**src/rtl/dropout_pkg.sv**
```systemverilog
// -----------------------------------------------------------------------------
// dropout_pkg
// Shared constants and helpers for the LFSR dropout stage.
//   - LFSR width, Galois tap mask and per-channel seed multiplier
//   - derive_seed(): per-channel seed derivation with zero fix-up
//   - Q_FRAC_BITS: fractional bits of the Q4.4 keep-scale
// -----------------------------------------------------------------------------
package dropout_pkg;

    localparam int          LFSR_W      = 16;
    localparam logic [15:0] LFSR_TAPS   = 16'hB400;
    localparam logic [15:0] SEED_MULT   = 16'h9E37;
    localparam int          Q_FRAC_BITS = 4;

    // Channel ch seed = base ^ ((ch+1)*SEED_MULT), truncated to 16 bits.
    // A Galois LFSR locks up at zero, so a zero result is forced to 1.
    function automatic logic [15:0] derive_seed(input logic [15:0] base,
                                                input int unsigned ch);
        logic [31:0] prod;
        logic [15:0] seed;
        prod = (ch + 32'd1) * {16'h0000, SEED_MULT};
        seed = base ^ prod[15:0];
        if (seed == 16'h0000) begin
            seed = 16'h0001;
        end
        return seed;
    endfunction

endpackage

```
**src/rtl/dropout_lfsr16.sv**
```systemverilog
// -----------------------------------------------------------------------------
// dropout_lfsr16
// One 16-bit Galois LFSR (shift right, taps LFSR_TAPS). Resets
// asynchronously to RESET_SEED; load has priority over step.
// Ports:
//   clk        clock
//   reset      asynchronous active-high reset
//   load       reload state from load_value
//   load_value seed used on load (must be non-zero)
//   step       advance one LFSR step
//   state      current LFSR state
// -----------------------------------------------------------------------------
module dropout_lfsr16
    import dropout_pkg::*;
#(
    parameter logic [15:0] RESET_SEED = 16'h0001
) (
    input  logic        clk,
    input  logic        reset,
    input  logic        load,
    input  logic [15:0] load_value,
    input  logic        step,
    output logic [15:0] state
);

    logic [15:0] state_reg;
    logic [15:0] state_next;

    // Galois step: shift right and fold the taps in when the LSB falls out.
    assign state_next = {1'b0, state_reg[15:1]} ^ (state_reg[0] ? LFSR_TAPS : 16'h0000);

    always_ff @(posedge clk or posedge reset) begin
        if (reset) begin
            state_reg <= RESET_SEED;
        end else if (load) begin
            state_reg <= load_value;
        end else if (step) begin
            state_reg <= state_next;
        end
    end

    assign state = state_reg;

endmodule

```
**src/rtl/lfsr_dropout_unit.sv**
```systemverilog
// -----------------------------------------------------------------------------
// lfsr_dropout_unit
// Streaming dropout stage with per-channel LFSRs, programmable threshold
// and mask hold over several beats, one registered output stage.
// Optional feature macro: DROPOUT_SCALE_EN (inverted-dropout scaling of
// kept values by cfg_scale, Q4.4, saturating).
// Ports:
//   clk, reset                 clock, asynchronous active-high reset
//   cfg_enable                 1 = training (dropout), 0 = pass-through
//   cfg_threshold              channel dropped when lfsr < threshold
//   cfg_hold_len               mask reused for hold_len+1 accepted beats
//   cfg_scale                  Q4.4 keep-scale (DROPOUT_SCALE_EN only)
//   seed_load, seed_value      reseed all LFSRs from seed_value
//   in_valid/in_ready/in_data  input stream
//   out_valid/out_ready/out_data/out_mask  output stream (mask 1 = kept)
// -----------------------------------------------------------------------------
module lfsr_dropout_unit
    import dropout_pkg::*;
#(
    parameter int          N_CH = 8,
    parameter int          DW   = 8,
    parameter logic [15:0] SEED = 16'hACE1
) (
    input  logic               clk,
    input  logic               reset,
    input  logic               cfg_enable,
    input  logic [15:0]        cfg_threshold,
    input  logic [7:0]         cfg_hold_len,
    input  logic [7:0]         cfg_scale,
    input  logic               seed_load,
    input  logic [15:0]        seed_value,
    input  logic               in_valid,
    output logic               in_ready,
    input  logic [N_CH*DW-1:0] in_data,
    output logic               out_valid,
    input  logic               out_ready,
    output logic [N_CH*DW-1:0] out_data,
    output logic [N_CH-1:0]    out_mask
);

    logic [15:0]        lfsr_state [N_CH];
    logic [N_CH-1:0]    mask_fresh;
    logic [N_CH-1:0]    mask_sel;
    logic [N_CH-1:0]    mask_reg;
    logic [7:0]         hold_cnt_reg;
    logic               out_valid_reg;
    logic [N_CH*DW-1:0] out_data_reg;
    logic [N_CH-1:0]    out_mask_reg;
    logic [N_CH*DW-1:0] data_next;
    logic               accept;
    logic               refresh;

    assign in_ready = !out_valid_reg || out_ready;
    assign accept   = in_valid && in_ready;
    // A new mask is drawn only on a training beat at the end of a hold window.
    assign refresh  = cfg_enable && (hold_cnt_reg == 8'd0);

    always_comb begin
        mask_sel = '1;
        if (cfg_enable) begin
            mask_sel = (hold_cnt_reg == 8'd0) ? mask_fresh : mask_reg;
        end
    end

    generate
        for (genvar gi = 0; gi < N_CH; gi++) begin : g_ch
            logic [DW-1:0] ch_data;
            logic [DW-1:0] ch_kept;

            dropout_lfsr16 #(
                .RESET_SEED (derive_seed(SEED, gi))
            ) u_lfsr (
                .clk        (clk),
                .reset      (reset),
                .load       (seed_load),
                .load_value (derive_seed(seed_value, gi)),
                .step       (accept && refresh),
                .state      (lfsr_state[gi])
            );

            assign mask_fresh[gi] = (lfsr_state[gi] >= cfg_threshold);
            assign ch_data        = in_data[gi*DW +: DW];

`ifdef DROPOUT_SCALE_EN
            logic [DW+7:0] ch_prod;
            logic [DW+7:0] ch_shift;
            assign ch_prod  = {8'h00, ch_data} * {{DW{1'b0}}, cfg_scale};
            assign ch_shift = ch_prod >> Q_FRAC_BITS;
            // Any bit above DW after the shift means overflow: saturate.
            assign ch_kept  = !cfg_enable ? ch_data :
                              (|ch_shift[DW+7:DW]) ? {DW{1'b1}} : ch_shift[DW-1:0];
`else
            assign ch_kept  = ch_data;
`endif
            assign data_next[gi*DW +: DW] = mask_sel[gi] ? ch_kept : {DW{1'b0}};
        end
    endgenerate

`ifndef DROPOUT_SCALE_EN
    logic unused_scale;
    assign unused_scale = ^cfg_scale;
`endif

    // Hold counter and mask register. seed_load overrides the accept path so
    // the beat after a reseed always draws a fresh mask.
    always_ff @(posedge clk or posedge reset) begin
        if (reset) begin
            hold_cnt_reg <= 8'd0;
            mask_reg     <= '0;
        end else begin
            if (accept && refresh) begin
                mask_reg <= mask_fresh;
            end
            if (seed_load) begin
                hold_cnt_reg <= 8'd0;
            end else if (accept) begin
                if (!cfg_enable) begin
                    hold_cnt_reg <= 8'd0;
                end else if (hold_cnt_reg == 8'd0) begin
                    hold_cnt_reg <= cfg_hold_len;
                end else begin
                    hold_cnt_reg <= hold_cnt_reg - 8'd1;
                end
            end
        end
    end

    // Single output register stage; holds while stalled.
    always_ff @(posedge clk or posedge reset) begin
        if (reset) begin
            out_valid_reg <= 1'b0;
            out_data_reg  <= '0;
            out_mask_reg  <= '0;
        end else if (accept) begin
            out_valid_reg <= 1'b1;
            out_data_reg  <= data_next;
            out_mask_reg  <= mask_sel;
        end else if (out_ready) begin
            out_valid_reg <= 1'b0;
        end
    end

    assign out_valid = out_valid_reg;
    assign out_data  = out_data_reg;
    assign out_mask  = out_mask_reg;

endmodule

```
**config.mk**
```make
export PLATFORM = sky130hd
export DESIGN_NAME = lfsr_dropout_unit
export DESIGN_NICKNAME = d
export VERILOG_FILES = /design/src/rtl/dropout_pkg.sv /design/src/rtl/dropout_lfsr16.sv /design/src/rtl/lfsr_dropout_unit.sv
export SDC_FILE = /design/constraint.sdc
export NUM_CORES = 1
export LEC_CHECK = 0
export CORE_ASPECT_RATIO = 0.6
export CORE_UTILIZATION = 40
export CTS_BUF_LIST = sky130_fd_sc_hd__clkbuf_2 sky130_fd_sc_hd__clkbuf_4 sky130_fd_sc_hd__clkbuf_8
export DETAILED_ROUTE_END_ITERATION = 6
export GPL_TIMING_DRIVEN = 0
export PLACE_DENSITY = 0.6
export SKIP_CTS_REPAIR_TIMING = 1
export SLEW_MARGIN = 20
export SYNTH_ARGS = -nofsm -noshare
export SYNTH_HDL_FRONTEND = slang
export SYNTH_SLANG_ARGS = --single-unit
export TNS_END_PERCENT = 100
```
**constraint.sdc**
```tcl
create_clock -name clk -period 8.4 [get_ports clk]
set_input_delay 1.68 -clock clk [delete_from_list [all_inputs] [get_ports clk]]
set_output_delay 1.68 -clock clk [all_outputs]
set_load 0.005 [all_outputs]
```
* Word-level counts from Yosys, hierarchy flattened
Index checks and enable logic that the tools add are counted.
Word-level totals: input bits 118, register bits after elaboration 217, logic and storage cells 103, output and inout bits 74
Operators by class: add/subtract/negate cells 1, bitwise gates (word level) 16, reduce and logical (&&, ||, !) cells 17, $lt $le $gt $ge 8, multiplexer cells 48
Operator list (count):
- $mux 16 | 32
- $ge 16x16->1 | 8
- $logic_not 16->1 | 8
- $xor 15x16->16 | 8
- $mux 8 | 14
- $not 9->9 | 4
- $not 10->10 | 1
- $logic_not 8->1 | 1
- $not 8->8 | 1
- $sub 8x1->8 const B | 1
- $not 7->7 | 1
- $not 6->6 | 1
- $reduce_bool 2->1 | 3
- $logic_and 1x1->1 | 3
- $mux 1 | 2
- $logic_not 1->1 | 1
- $logic_or 1x1->1 | 1

* Longest topological paths before layout
Gate-level depths: netlist of run 1.
depth after elaboration 6, mapped depth 10, depth with buffers taken out 7

* Modules after synthesis
A second synthesis of run 1 with hierarchy kept.
Unflattened totals: cell total of the unflattened synthesis 1593, area total of the unflattened synthesis 14287.5 sq um
Modules (own cells, without submodules):
- lfsr_dropout_unit | area an instance 7815.0 sq um, instances 1, sequential area each 2227.1 sq um, cells each 993
- dropout_lfsr16 (g_ch[3].u_lfsr ...) | area an instance 809.5 sq um, instances 2, sequential area each 411.6 sq um, cells each 75
- dropout_lfsr16 (g_ch[0].u_lfsr ...) | area an instance 808.3 sq um, instances 2, sequential area each 410.4 sq um, cells each 75
- dropout_lfsr16 (g_ch[1].u_lfsr ...) | area an instance 807.0 sq um, instances 2, sequential area each 409.1 sq um, cells each 75
- dropout_lfsr16 (g_ch[4].u_lfsr) | area an instance 812.0 sq um, instances 1, sequential area each 414.1 sq um, cells each 75
- dropout_lfsr16 (g_ch[6].u_lfsr) | area an instance 810.8 sq um, instances 1, sequential area each 412.9 sq um, cells each 75

* Least setup slack after synthesis of run 1
No wires, ideal clock.
path type input to output, start in out_ready, end out in_ready, setup slack 4.610 ns, data required time 6.720 ns, arrival 2.110 ns, path buffers 1, cell stages on the path 2, cell sequence nand2b_1 buf_1
On the way: word-level cells in the longest chain between the ends 1
RTL lines:
- start, declared | RTL line lfsr_dropout_unit.sv:36 | input logic out_ready,
- $logic_or 1x1->1 | RTL line lfsr_dropout_unit.sv:53 | assign in_ready = !out_valid_reg || out_ready;
- end, declared | RTL line lfsr_dropout_unit.sv:33 | output logic in_ready,
Every way passes these cells.

* Worst setup path in the final report of run 1
Same ends and word-level chain as after synthesis.

==> results.json, run 1 <==
{
  "rows": 50,
  "synthTopCellsByCount": "nand2_1, dfrtp_1, ha_1",
  "cts_sinks": 217,
  "drive_gt1_share_pct": 11.2,
  "power.density_nw_per_um2": 230,
  "synthCells": 1321,
  "crit_chain": "clkdlybuf4s50_1 > nand2b_1 > buf_1 > clkdlybuf4s50_1",
  "rsz0062_at_grt": "false",
  "fin_cells": 1985,
  "layout_min_cycle_time_ns": 5.05,
  "start_util_pct": 41.0,
  "firstDrtPassIters": 7,
  "start_kind": "input port",
  "hold_viol": 0,
  "io_pins": 192,
  "synth_fp_nets": 1569,
  "num_vias": 11594,
  "fin_crit_sh_pct": 60.2,
  "critPathCaptureType": "output pin",
  "insertion_delay_ns": 0.57,
  "tightest_slew_ns": 1.11,
  "synth.avg_cell_area_um2": 9.75,
  "drc": 26,
  "cp_num_buf_inv": 3,
  "fmax_mhz": 198,
  "post_drt_wl_per_cell_um": 22.0,
  "crit_fanout": 10,
  "synthDistinctLibCells": 58,
  "cp_data_arrival_time_ns": 3.37,
  "peakVddDrop_uv": 107,
  "synth_most_common_cell": "nand2_1",
  "synthFlopType": "dfrtp_1",
  "antenna_found_initial": 0,
  "setup_viol": 0,
  "crit_top_cell": "clkdlybuf4s50_1",
  "largest_reg_flops": 128,
  "ctsLongestPathBuffers": 3,
  "status": "complete, but fails checks",
  "synth_area_um2": 12900,
  "timing.slew.headroom_pct": 25.8,
  "synth_top_area_share_pct": 28.7,
  "grt_pass1_vias": 10854,
  "stdcell_area_um2": 16100,
  "placeableCoreArea_um2": 31400,
  "synth_area_leaders": "dfrtp_1, dfstp_2, ha_1, mux2i_1, nand2_1",
  "final_max_slew_viol_count": 0,
  "syn2layout_area_growth_pct": 24.8,
  "ctsRootBufferMaster": "clkbuf_8",
  "cp_slowest_stage_delay_ns": 0.62,
  "ant_nets": 0,
  "grt_pass1_wl_um": 65500,
  "synth-seq-cells": 217,
  "drtIter0Drc": 1017,
  "dp_hpwl_um": 33100,
  "place_area_um2": 15300,
  "maxCapViolations": 0,
  "worst_path_max_delay_cell": "clkdlybuf4s50_1",
  "placed_cells": 1918,
  "yosysWarnings": 0,
  "grt-ovfl-total": 0,
  "violations": "design-rule violations",
  "yosysSeqAreaShare_pct": 42.8,
  "design.die.area_um2": 33000,
  "path_class": "input port to output pin",
  "critPathTopFamily": "buffers and inverters",
  "cts.htree.levels": 2,
  "finClkSkew_ns": 0.0355,
  "vias_per_cell": 5.84,
  "grt_max_degree": 77,
  "drt-total-wl_um": 43700,
  "path_clk_slew_ns": 0.06,
  "grt_use_total_pct": 26.5,
  "chipHeight_um": 141,
  "die_x_um": 234,
  "worstPathRequired_ns": 6.72,
  "ys_async_sr_fraction_pct": 100,
  "cellLeakagePower_nw": 6.89,
  "min_path_type": "register to register",
  "numPortBuffers": 178,
  "fin_nets": 1789,
  "synth_top_area_cell": "dfrtp_1",
  "routabilityCongestion": 0.969,
  "synth-edff-count": 0,
  "cts_made_buffers": 37,
  "insertedDiodeCount": 0,
  "cts_tree": "built"
}
[per-layer routing]
| metal | wire, µm | track usage, % | part of all wire [%] | vias to the layer above |
|---|---|---|---|---|
| met5 | 0 | 0 | 0 | - |
| met4 | 518 | 4.85 | 1.2 | 0 |
| met1 | 22500 | 44.1 | 51 | 5777 |
| met3 | 3870 | 4.13 | 8.8 | 54 |
| met2 | 16800 | 34.9 | 38 | 476 |
| li1 | - | - | - | 5287 |
[path summary, 6_finish.rpt]
path | startpoint | to | cells after the start | slack (ns)
worst max-delay path | out_ready | in_ready | 4 | 3.35
worst min-delay path | g_ch[0].u_lfsr.state[7] | g_ch[0].u_lfsr.state[6] | 2 | 0.49
worst max register to register | g_ch[4].u_lfsr.state[0] | out_data[37] | 9 | 5.35
worst min register to register | g_ch[0].u_lfsr.state[7] | g_ch[0].u_lfsr.state[6] | 2 | 0.49
max in group asynchronous | reset | g_ch[7].u_lfsr.state[14] | 4 | 5.58
min in group asynchronous | reset | out_data[6] | 2 | 1.59
[metrics by stage]
step	hold WS, ns	utilization (%)	total power [mW]	TNS [ns]	setup WS [ns]
after floorplan	0.462	-	2.08	0	0.898
after global placement	0.487	48.4	2.60	-354.97	-2.43
after detailed placement	0.493	48.6	2.64	0	3.40
after CTS	0.491	51.2	3.71	0	3.39
after global routing	0.521	51.2	3.92	0	3.29
final	0.485	51.2	3.70	0	3.35
[cell families after synthesis]
group / count (synthesis) / share of synthesized area [%]
adders and majority gates: 130 / 12.6
buffers and inverters: 106 / 3.81
DFF: 217 / 42.8
xor gates and xnor gates: 24 / 1.63
and+or+nand+nor: 354 / 12.5
AOI/OAI and AO/OA: 377 / 17.8
muxes: 113 / 8.78
[worst min-delay path: cells and delay by family (launching register included)]
family | cells | cell delay, ns
AOI/OAI and AO/OA | 1 | 0.07
DFF | 1 | 0.38
and+or+nand+nor | 1 | 0.05
[layout make-up]
type                       count  area, µm²
buffer                        71        360
clock buffer                  65        763
clock inverter                 2       37.5
fill                        2910      15300
inverter                      35        139
multi-input combinational    998       6910
sequential                   217       5520
tap                          416        520
timing repair buffer         181       1840
[report_power, final]
group / total (mW) / leakage (nW) / internal (mW) / switching, mW
Combinational: 1.18 / 3.95 / 0.562 / 0.617
Clock: 1.06 / 0.427 / 0.598 / 0.462
Sequential: 1.46 / 2.51 / 1.30 / 0.163
[layout by cell type, fill, tap and decap left out, types with 13 or more instances in the layout]
cell             count
buf_2               15
nand2_1            228
a21oi_1             62
inv_1               34
o21ai_0            125
dfstp_2             69
ha_1               130
clkdlybuf4s50_1    178
nand3_1             14
dfrtp_1            148
a31oi_1             57
nand4_1             13
clkbuf_4            21
mux2i_1            113
nor3_1              13
xor2_1              24
clkbuf_1            41
clkbuf_8            44
a22oi_1             64
nor2_1              34
Note: power is estimated with default switching activity, not from simulation.
==> run 2, diff against run 1 <==
--- a/config.mk
+++ b/config.mk
@@ -10,7 +10,7 @@
 export CTS_BUF_LIST = sky130_fd_sc_hd__clkbuf_2 sky130_fd_sc_hd__clkbuf_4 sky130_fd_sc_hd__clkbuf_8
 export DETAILED_ROUTE_END_ITERATION = 6
 export GPL_TIMING_DRIVEN = 0
-export PLACE_DENSITY = 0.6
+export PLACE_DENSITY = 0.62
 export SKIP_CTS_REPAIR_TIMING = 1
 export SLEW_MARGIN = 20
 export SYNTH_ARGS = -nofsm -noshare
==> constraint.sdc (replaced) <==
create_clock -name clk -period 4.6 [get_ports clk]
set_input_delay 0.92 -clock clk [delete_from_list [all_inputs] [get_ports clk]]
set_output_delay 0.92 -clock clk [all_outputs]
set_load 0.005 [all_outputs]
==> run 2 against run 1 <==
Net effect:
- the flow still finishes with violations (design-rule violations)
- count of clock-buffer cells in the layout is 7 lower
- register-to-register slack got worse by 3.7 ns
- wire length grew 1.0%
- cell count up 0.35%
- die area unchanged
- first-iteration DRC count up 15%
- design area is 0.92% higher
- largest power group unchanged
- highest routed layer unchanged
==> results.json, run 2 (synthesis gave the netlist of run 1 again) <==
{
  "min_path_type": "register to register",
  "cp_slowest_stage_delay_ns": 0.88,
  "path_class": "input port to register",
  "num_vias": 11661,
  "layout_min_cycle_time_ns": 3.50,
  "setup_ws_ns": 1.10,
  "grt_pass1_wl_um": 67200,
  "cp_data_arrival_time_ns": 3.92,
  "mostFrequentLayoutCells": "nand2_1, clkdlybuf4s50_1, dfrtp_1, ha_1, o21ai_0",
  "largest_reg_flops": 128,
  "rows": 50,
  "place_ws_ns": 0.419,
  "tightest_slew_ns": 1.14,
  "ctsLongestPathBuffers": 3,
  "io_pins": 192,
  "die_x_um": 234,
  "cts.htree.levels": 2,
  "grt_use_total_pct": 27.0,
  "cts_sinks": 217,
  "timing.slew.headroom_pct": 24.3,
  "start_util_pct": 41.0,
  "insertion_delay_ns": 0.56,
  "violations": "design-rule violations",
  "drive_gt1_share_pct": 11.5,
  "antenna_found_initial": 0,
  "placeableCoreArea_um2": 31400,
  "insertedDiodeCount": 0,
  "min_from": "g_ch[4].u_lfsr.state[12]",
  "design.die.area_um2": 33000,
  "cp_num_buf_inv": 2,
  "vias_per_cell": 5.85,
  "whs_path_depth": 2,
  "layout_commonest_cell": "nand2_1",
  "finClkSkew_ns": 0.0252,
  "crit_chain": "clkdlybuf4s50_1 > ha_1 > nand2b_1 > a2111oi_0 > a2111oi_0 > nor4b_2 > buf_4 > o21ai_0",
  "critPathTopFamily": "buffers and inverters",
  "hold_viol": 0,
  "rsz0062_at_grt": "false",
  "cts_made_buffers": 38,
  "fin_nets": 1796,
  "status": "complete, but fails checks",
  "start_kind": "input port",
  "timing.rr.start": "g_ch[4].u_lfsr.state[0]",
  "maxCapViolations": 0,
  "fin_crit_sh_pct": 76.0,
  "crit_fanout": 8,
  "holdWs_ns": 0.499,
  "worst_path_max_delay_cell": "clkdlybuf4s50_1",
  "path_clk_slew_ns": 0.07,
  "final_max_slew_viol_count": 0,
  "total_power_mw": 6.83,
  "peakVddDrop_uv": 192,
  "fmax_mhz": 286,
  "dp_hpwl_um": 33700,
  "post_drt_wl_per_cell_um": 22.2,
  "ctsRootBufferMaster": "clkbuf_8",
  "crit_top_cell": "a2111oi_0",
  "place_area_um2": 15400,
  "grt_max_degree": 34,
  "setup_viol": 0,
  "timing.critical_path.from": "cfg_threshold[0]",
  "syn2layout_area_growth_pct": 26.0,
  "numPortBuffers": 178,
  "grt-ovfl-total": 0,
  "rr_worst_depth": 9,
  "hold_end": "g_ch[4].u_lfsr.state[11]",
  "ant_nets": 0,
  "chipHeight_um": 141,
  "grt_pass1_vias": 11253,
  "drtIter0Drc": 1174,
  "cellLeakagePower_nw": 6.94,
  "worstReg2RegEnd": "out_data[37]",
  "drc": 2,
  "firstDrtPassIters": 7,
  "routabilityCongestion": 0.940,
  "power.density_nw_per_um2": 421,
  "critPathCaptureType": "register",
  "fillers": 2887,
  "timing.reg2reg.setup_slack_ns": 1.65,
  "drt-total-wl_um": 44200,
  "stdcell_area_um2": 16200,
  "cts_tree": "built",
  "worstPathRequired_ns": 5.03
}
## run 2: area by class of cell
cell class / instances / area (µm²) / share of cell area (%)
Sequential cell: 217 / 5520 / 34.0
Multi-Input combinational cell: 998 / 6910 / 42.5
Clock inverter: 10 / 83.8 / 0.516
Inverter: 35 / 135 / 0.833
Buffer: 71 / 359 / 2.21
Timing Repair Buffer: 187 / 1960 / 12.1
Tap cell: 416 / 520 / 3.21
Clock buffer: 58 / 754 / 4.65
## run 2: worst max path at each step
stage / slack [ns] / cells after the start / to
6_report: 1.10 / 8 / out_data[37]
3_5_place_dp: 0.42 / 7 / out_data[43]
4_1_cts: 0.99 / 7 / out_data[43]
5_1_grt: 1.01 / 8 / out_data[34]
3_3_place_gp: -1.05 / 2 / out_data[39]
2_1_floorplan: 0.91 / 1 / g_ch[0].u_lfsr.state[0]
## run 2: tightest hold or removal path: cells and delay by family (launching register included)
family,cells,cell delay [ns]
DFF,1,0.38
AOI/OAI and AO/OA,1,0.07
and+or+nand+nor,1,0.05
## run 2: where the power goes
part | internal (mW) | switching, mW | leakage (nW)
Clock | 1.11 | 0.880 | 0.441
Sequential | 2.37 | 0.301 | 2.51
Combinational | 1.04 | 1.14 | 3.99
Total | 4.52 | 2.32 | 6.94
## run 2: stage by stage
stage	utilization, %	cells	setup TNS (ns)
floorplan	-	1321	0
global placement	48.4	1915	-160.08
detailed placement	49.0	1924	0
CTS	51.7	1992	0
global route	51.7	1992	0
finish	51.7	1992	0
## run 2: metal layers
layer,vias to the layer above,wire length (µm),track usage [%]
li1,5308,-,-
met1,5799,22000,43.0
met2,487,17200,35.8
met3,67,4270,6.80
met4,0,724,5.43
met5,-,0,0
==> variant 1 (settings of run 1) <==
Change the parameter `DW` from 8 to 7.
--- a/src/rtl/lfsr_dropout_unit.sv
+++ b/src/rtl/lfsr_dropout_unit.sv
@@ -18,7 +18,7 @@
     import dropout_pkg::*;
 #(
     parameter int          N_CH = 8,
-    parameter int          DW   = 8,
+    parameter int          DW   = 7,
     parameter logic [15:0] SEED = 16'hACE1
 ) (
     input  logic               clk,
Ports: changed (resized in_data and out_data); port bits go from 192 to 176. The function was not compared with the original's and may differ.
==> variant 1 against run 1 <==
  * Setup slack improved by 0.023 ns
  * Design area fell by 3.2%
  * Highest routed layer unchanged
  * Critical path depth did not move
  * Sequential power fell by 4%
  * Routed wire length fell by 3.9%
  * Hold slack improved by 0.024 ns
  * Final cell count fell by 3.2%
  * Synthesized area fell by 2.8%
  * Critical endpoint unchanged
  * Die area fell by 2.8%
  * Count of clock-buffer cells in the layout fell by 11
  * Clock skew fell by 0.015 ns
  * Sequential cell count fell by 8
  * Power fell by 3.9%
==> variant 1: results (changes against run 1) <==
[logic_synthesis]
avgSynthCellArea_um2=9.804  ; was 9.753 um^2
ys_top_cells_by_count=210 x nand2_1, 140 x dfrtp_1, 130 x ha_1, 125 x o21ai_0, 119 x mux2i_1  ; was 228 x nand2_1, 148 x dfrtp_1, 130 x ha_1, 125 x o21ai_0, 113 x mux2i_1
synth_seq_area_share_pct=42.46  ; was 42.82%

[pwr]
leakagePower_nw=6.636  ; was 6.886 nW
finalPower_mw=3.556  ; was 3.700 mW
peakVddDrop_v=0.0001151  ; was 0.0001071 V

[global_routing]
grt_pass1_wl_um=64560  ; was 65540 um
grt_max_degree=91  ; was 77

[worst_hold_path]
holdPathEnd=g_ch[5].u_lfsr.state[5]  ; was g_ch[0].u_lfsr.state[6]
hp-start=g_ch[5].u_lfsr.state[5]  ; was g_ch[0].u_lfsr.state[7]

[drt]
wl_met3_um=3902  ; was 3868 um
first_iter_violations=945  ; was 1017
wl_met1_um=20880  ; was 22510 um
vias=11040  ; was 11590
finalWirelength_um=42010  ; was 43730 um

[timing]
period_share_pct=59.88  ; was 60.15%
skew_ns=0.02004  ; was 0.03552 ns
holdWs_ns=0.5090  ; was 0.4851 ns

[worst_setup_path]
rr_worst_depth=8  ; was 9
r2r_end=out_data[13]  ; was out_data[37]
crit_arrival_ns=3.35  ; was 3.37 ns
r2r_setup_slack_ns=5.30  ; was 5.35 ns
rr_startpoint=g_ch[1].u_lfsr.state[0]  ; was g_ch[4].u_lfsr.state[0]

[outcome]
status=finished clean  ; was complete, but fails checks

[placed_design]
pre_cts_slack_ns=3.412  ; was 3.400 ns
place_hpwl_um=31630  ; was 33060 um
io_buffers=164  ; was 178
place.gp.congestion=0.9364  ; was 0.9692

[clock_tree]
cts_made_buffers=36  ; was 37

[finish]
nets=1725  ; was 1789

[variant 1: kinds of logic after synthesis]
logic type | after synthesis | synth area share, %
XOR/XNOR | 24 | 1.679
AND/OR/NAND/NOR | 340 | 12.67
flip-flops | 209 | 42.46
AO/OA/AOI/OAI | 351 | 16.98
buffers and inverters | 104 | 3.698
adder cells (fa/ha/maj) | 130 | 12.99
multiplexers | 119 | 9.514
[variant 1: area by class of cell]
type | count | area, um^2
Buffer | 70 | 335.3
Clock buffer | 54 | 680.7
Clock inverter | 12 | 92.59
Fill cell | 2837 | 14780
Inverter | 34 | 135.1
Multi-Input combinational cell | 964 | 6774
Sequential cell | 209 | 5316
Tap cell | 408 | 510.5
Timing Repair Buffer | 170 | 1722
[variant 1: per-layer routing]
metal	up-vias	GRT usage, %
met2	448	34.99
met4	0	5.960
met5	-	0
met3	53	6.620
li1	5128	-
met1	5409	41.61
==> variant 2 (settings of run 1) <==
Without the edit above. Make the reset (`reset`) synchronous in 3 clocked blocks. Comments in the files are not updated.
--- a/src/rtl/dropout_lfsr16.sv
+++ b/src/rtl/dropout_lfsr16.sv
@@ -29,7 +29,7 @@
     // Galois step: shift right and fold the taps in when the LSB falls out.
     assign state_next = {1'b0, state_reg[15:1]} ^ (state_reg[0] ? LFSR_TAPS : 16'h0000);
 
-    always_ff @(posedge clk or posedge reset) begin
+    always_ff @(posedge clk) begin
         if (reset) begin
             state_reg <= RESET_SEED;
         end else if (load) begin
--- a/src/rtl/lfsr_dropout_unit.sv
+++ b/src/rtl/lfsr_dropout_unit.sv
@@ -103,7 +103,7 @@
 
     // Hold counter and mask register. seed_load overrides the accept path so
     // the beat after a reseed always draws a fresh mask.
-    always_ff @(posedge clk or posedge reset) begin
+    always_ff @(posedge clk) begin
         if (reset) begin
             hold_cnt_reg <= 8'd0;
             mask_reg     <= '0;
@@ -126,7 +126,7 @@
     end
 
     // Single output register stage; holds while stalled.
-    always_ff @(posedge clk or posedge reset) begin
+    always_ff @(posedge clk) begin
         if (reset) begin
             out_valid_reg <= 1'b0;
             out_data_reg  <= '0;
Formal check against the unedited RTL: differs if reset is asserted again (counterexample within 4 cycles, from zero or initial values and one cycle with reset high); with reset held inactive, the same outputs for 4 cycles.
==> variant 2 against run 1 <==
  * The run still ends with design-rule violations left
  * Global-route usage rose by 9.2 points
  * Sequential cell count did not move
  * Critical endpoint unchanged
  * Via count rose by 19%
  * Core utilization rose by 0.30 points
  * Fmax rose by 5.5%
  * Largest power group unchanged
  * Setup slack improved by 0.26 ns
  * Routed wire length rose by 36%
  * Synthesized cell count rose by 17%
  * Power fell by 17%
  * Critical path type unchanged
  * Design area rose by 0.79%
  * Final cell count rose by 11%
  * Clock skew fell by 0.0012 ns
  * Clock power barely moved
  * Synthesized area rose by 0.21%
==> variant 2: results (changes against run 1) <==
[logic_synthesis]
ys_top_cells_by_count=217 x dfxtp_1, 199 x nand2_1, 134 x a21oi_1, 130 x ha_1, 95 x clkbuf_1  ; was 228 x nand2_1, 148 x dfrtp_1, 130 x ha_1, 125 x o21ai_0, 113 x mux2i_1
syn_nets=1789  ; was 1569
synthMuxAreaShare_pct=0.1163  ; was 8.779%
yosys-top-cells-area=dfxtp_1 34%, ha_1 13%, nand2_1 5.8%  ; was dfrtp_1 29%, dfstp_2 14%, ha_1 13%
synth_xor_area_share_pct=1.696  ; was 1.632%
synth_fa_ha_area_share_pct=12.60  ; was 12.63%
synth_most_common_cell=dfxtp_1  ; was nand2_1
synth_compound_area_share_pct=31.01  ; was 17.79%
synthCells=1541  ; was 1321
ys_types=56  ; was 58

[global_routing]
grt_use_met1_pct=51.31  ; was 44.14%
grt_max_degree=11  ; was 77
grt_use_total_pct=35.63  ; was 26.47%
grt_pass1_wl_um=86190  ; was 65540 um
use_met2_pct=46.51  ; was 34.91%

[finish]
final_core_util_pct=51.52  ; was 51.22%
fillers=3001  ; was 2910
inverters=34  ; was 35
multi_input_cells=1164  ; was 998
nNonClkBuffers=318  ; was 252
multi_input_area_share_pct=49.59  ; was 42.93%
seq_share_pct=26.80  ; was 34.30%
nets=2020  ; was 1789
clk_share_pct=4.785  ; was 4.979%
seq_cells=217  ; unchanged

[worst_setup_path]
crit_path_max_incr_delay_ns=0.58  ; was 0.62 ns
crit_arrival_ns=3.11  ; was 3.37 ns
r2r_end=g_ch[2].u_lfsr.state[3]  ; was out_data[37]
r2r_setup_slack_ns=5.02  ; was 5.35 ns
rr_worst_depth=7  ; was 9

[drt]
vias=13830  ; was 11590
first_iter_violations=1512  ; was 1017
drc=10  ; was 26
wl_met1_um=27080  ; was 22510 um
highest_layer=met5  ; was met4
avgRoutedWirePerCell_um=26.95  ; was 22.03 um
wl_met3_um=8805  ; was 3868 um

[pwr]
switching_share_pct=34.78  ; was 33.57%

[placed_design]
place.gp.congestion=1.064  ; was 0.9692
placed_cells=2149  ; was 1918
postPlaceCellArea_um2=15440  ; was 15270 um^2
place_hpwl_um=45300  ; was 33060 um
pre_cts_slack_ns=3.612  ; was 3.400 ns

[timing]
skew_ns=0.03431  ; was 0.03552 ns
period_share_pct=57.02  ; was 60.15%
slew_headroom_pct=13.70  ; was 25.80%

[outcome]
violations=design-rule violations  ; unchanged
status=complete, but fails checks  ; unchanged

variant 2: how the worst min path moves through the flow:
stage / from / to / slack (ns) / cells past startpoint
2_1_floorplan: hold_cnt_reg[1] / hold_cnt_reg[1] / 0.44 / 2
3_3_place_gp: hold_cnt_reg[1] / hold_cnt_reg[1] / 0.47 / 2
4_1_cts: g_ch[1].u_lfsr.state[9] / g_ch[1].u_lfsr.state[8] / 0.50 / 2
6_report: hold_cnt_reg[1] / hold_cnt_reg[1] / 0.50 / 2
5_1_grt: g_ch[2].u_lfsr.state[5] / g_ch[2].u_lfsr.state[4] / 0.52 / 2
3_5_place_dp: hold_cnt_reg[5] / hold_cnt_reg[5] / 0.49 / 2
variant 2: power by group through the flow:
stage | clock [mW] | combinational (mW) | sequential (mW)
after global placement | 0 | 0.767 | 1.21
final | 1.06 | 0.831 | 1.19
after detailed placement | 0 | 0.799 | 1.21
after CTS | 1.07 | 0.804 | 1.19
after global routing | 1.11 | 0.891 | 1.20
after floorplan | 0 | 0.446 | 1.18
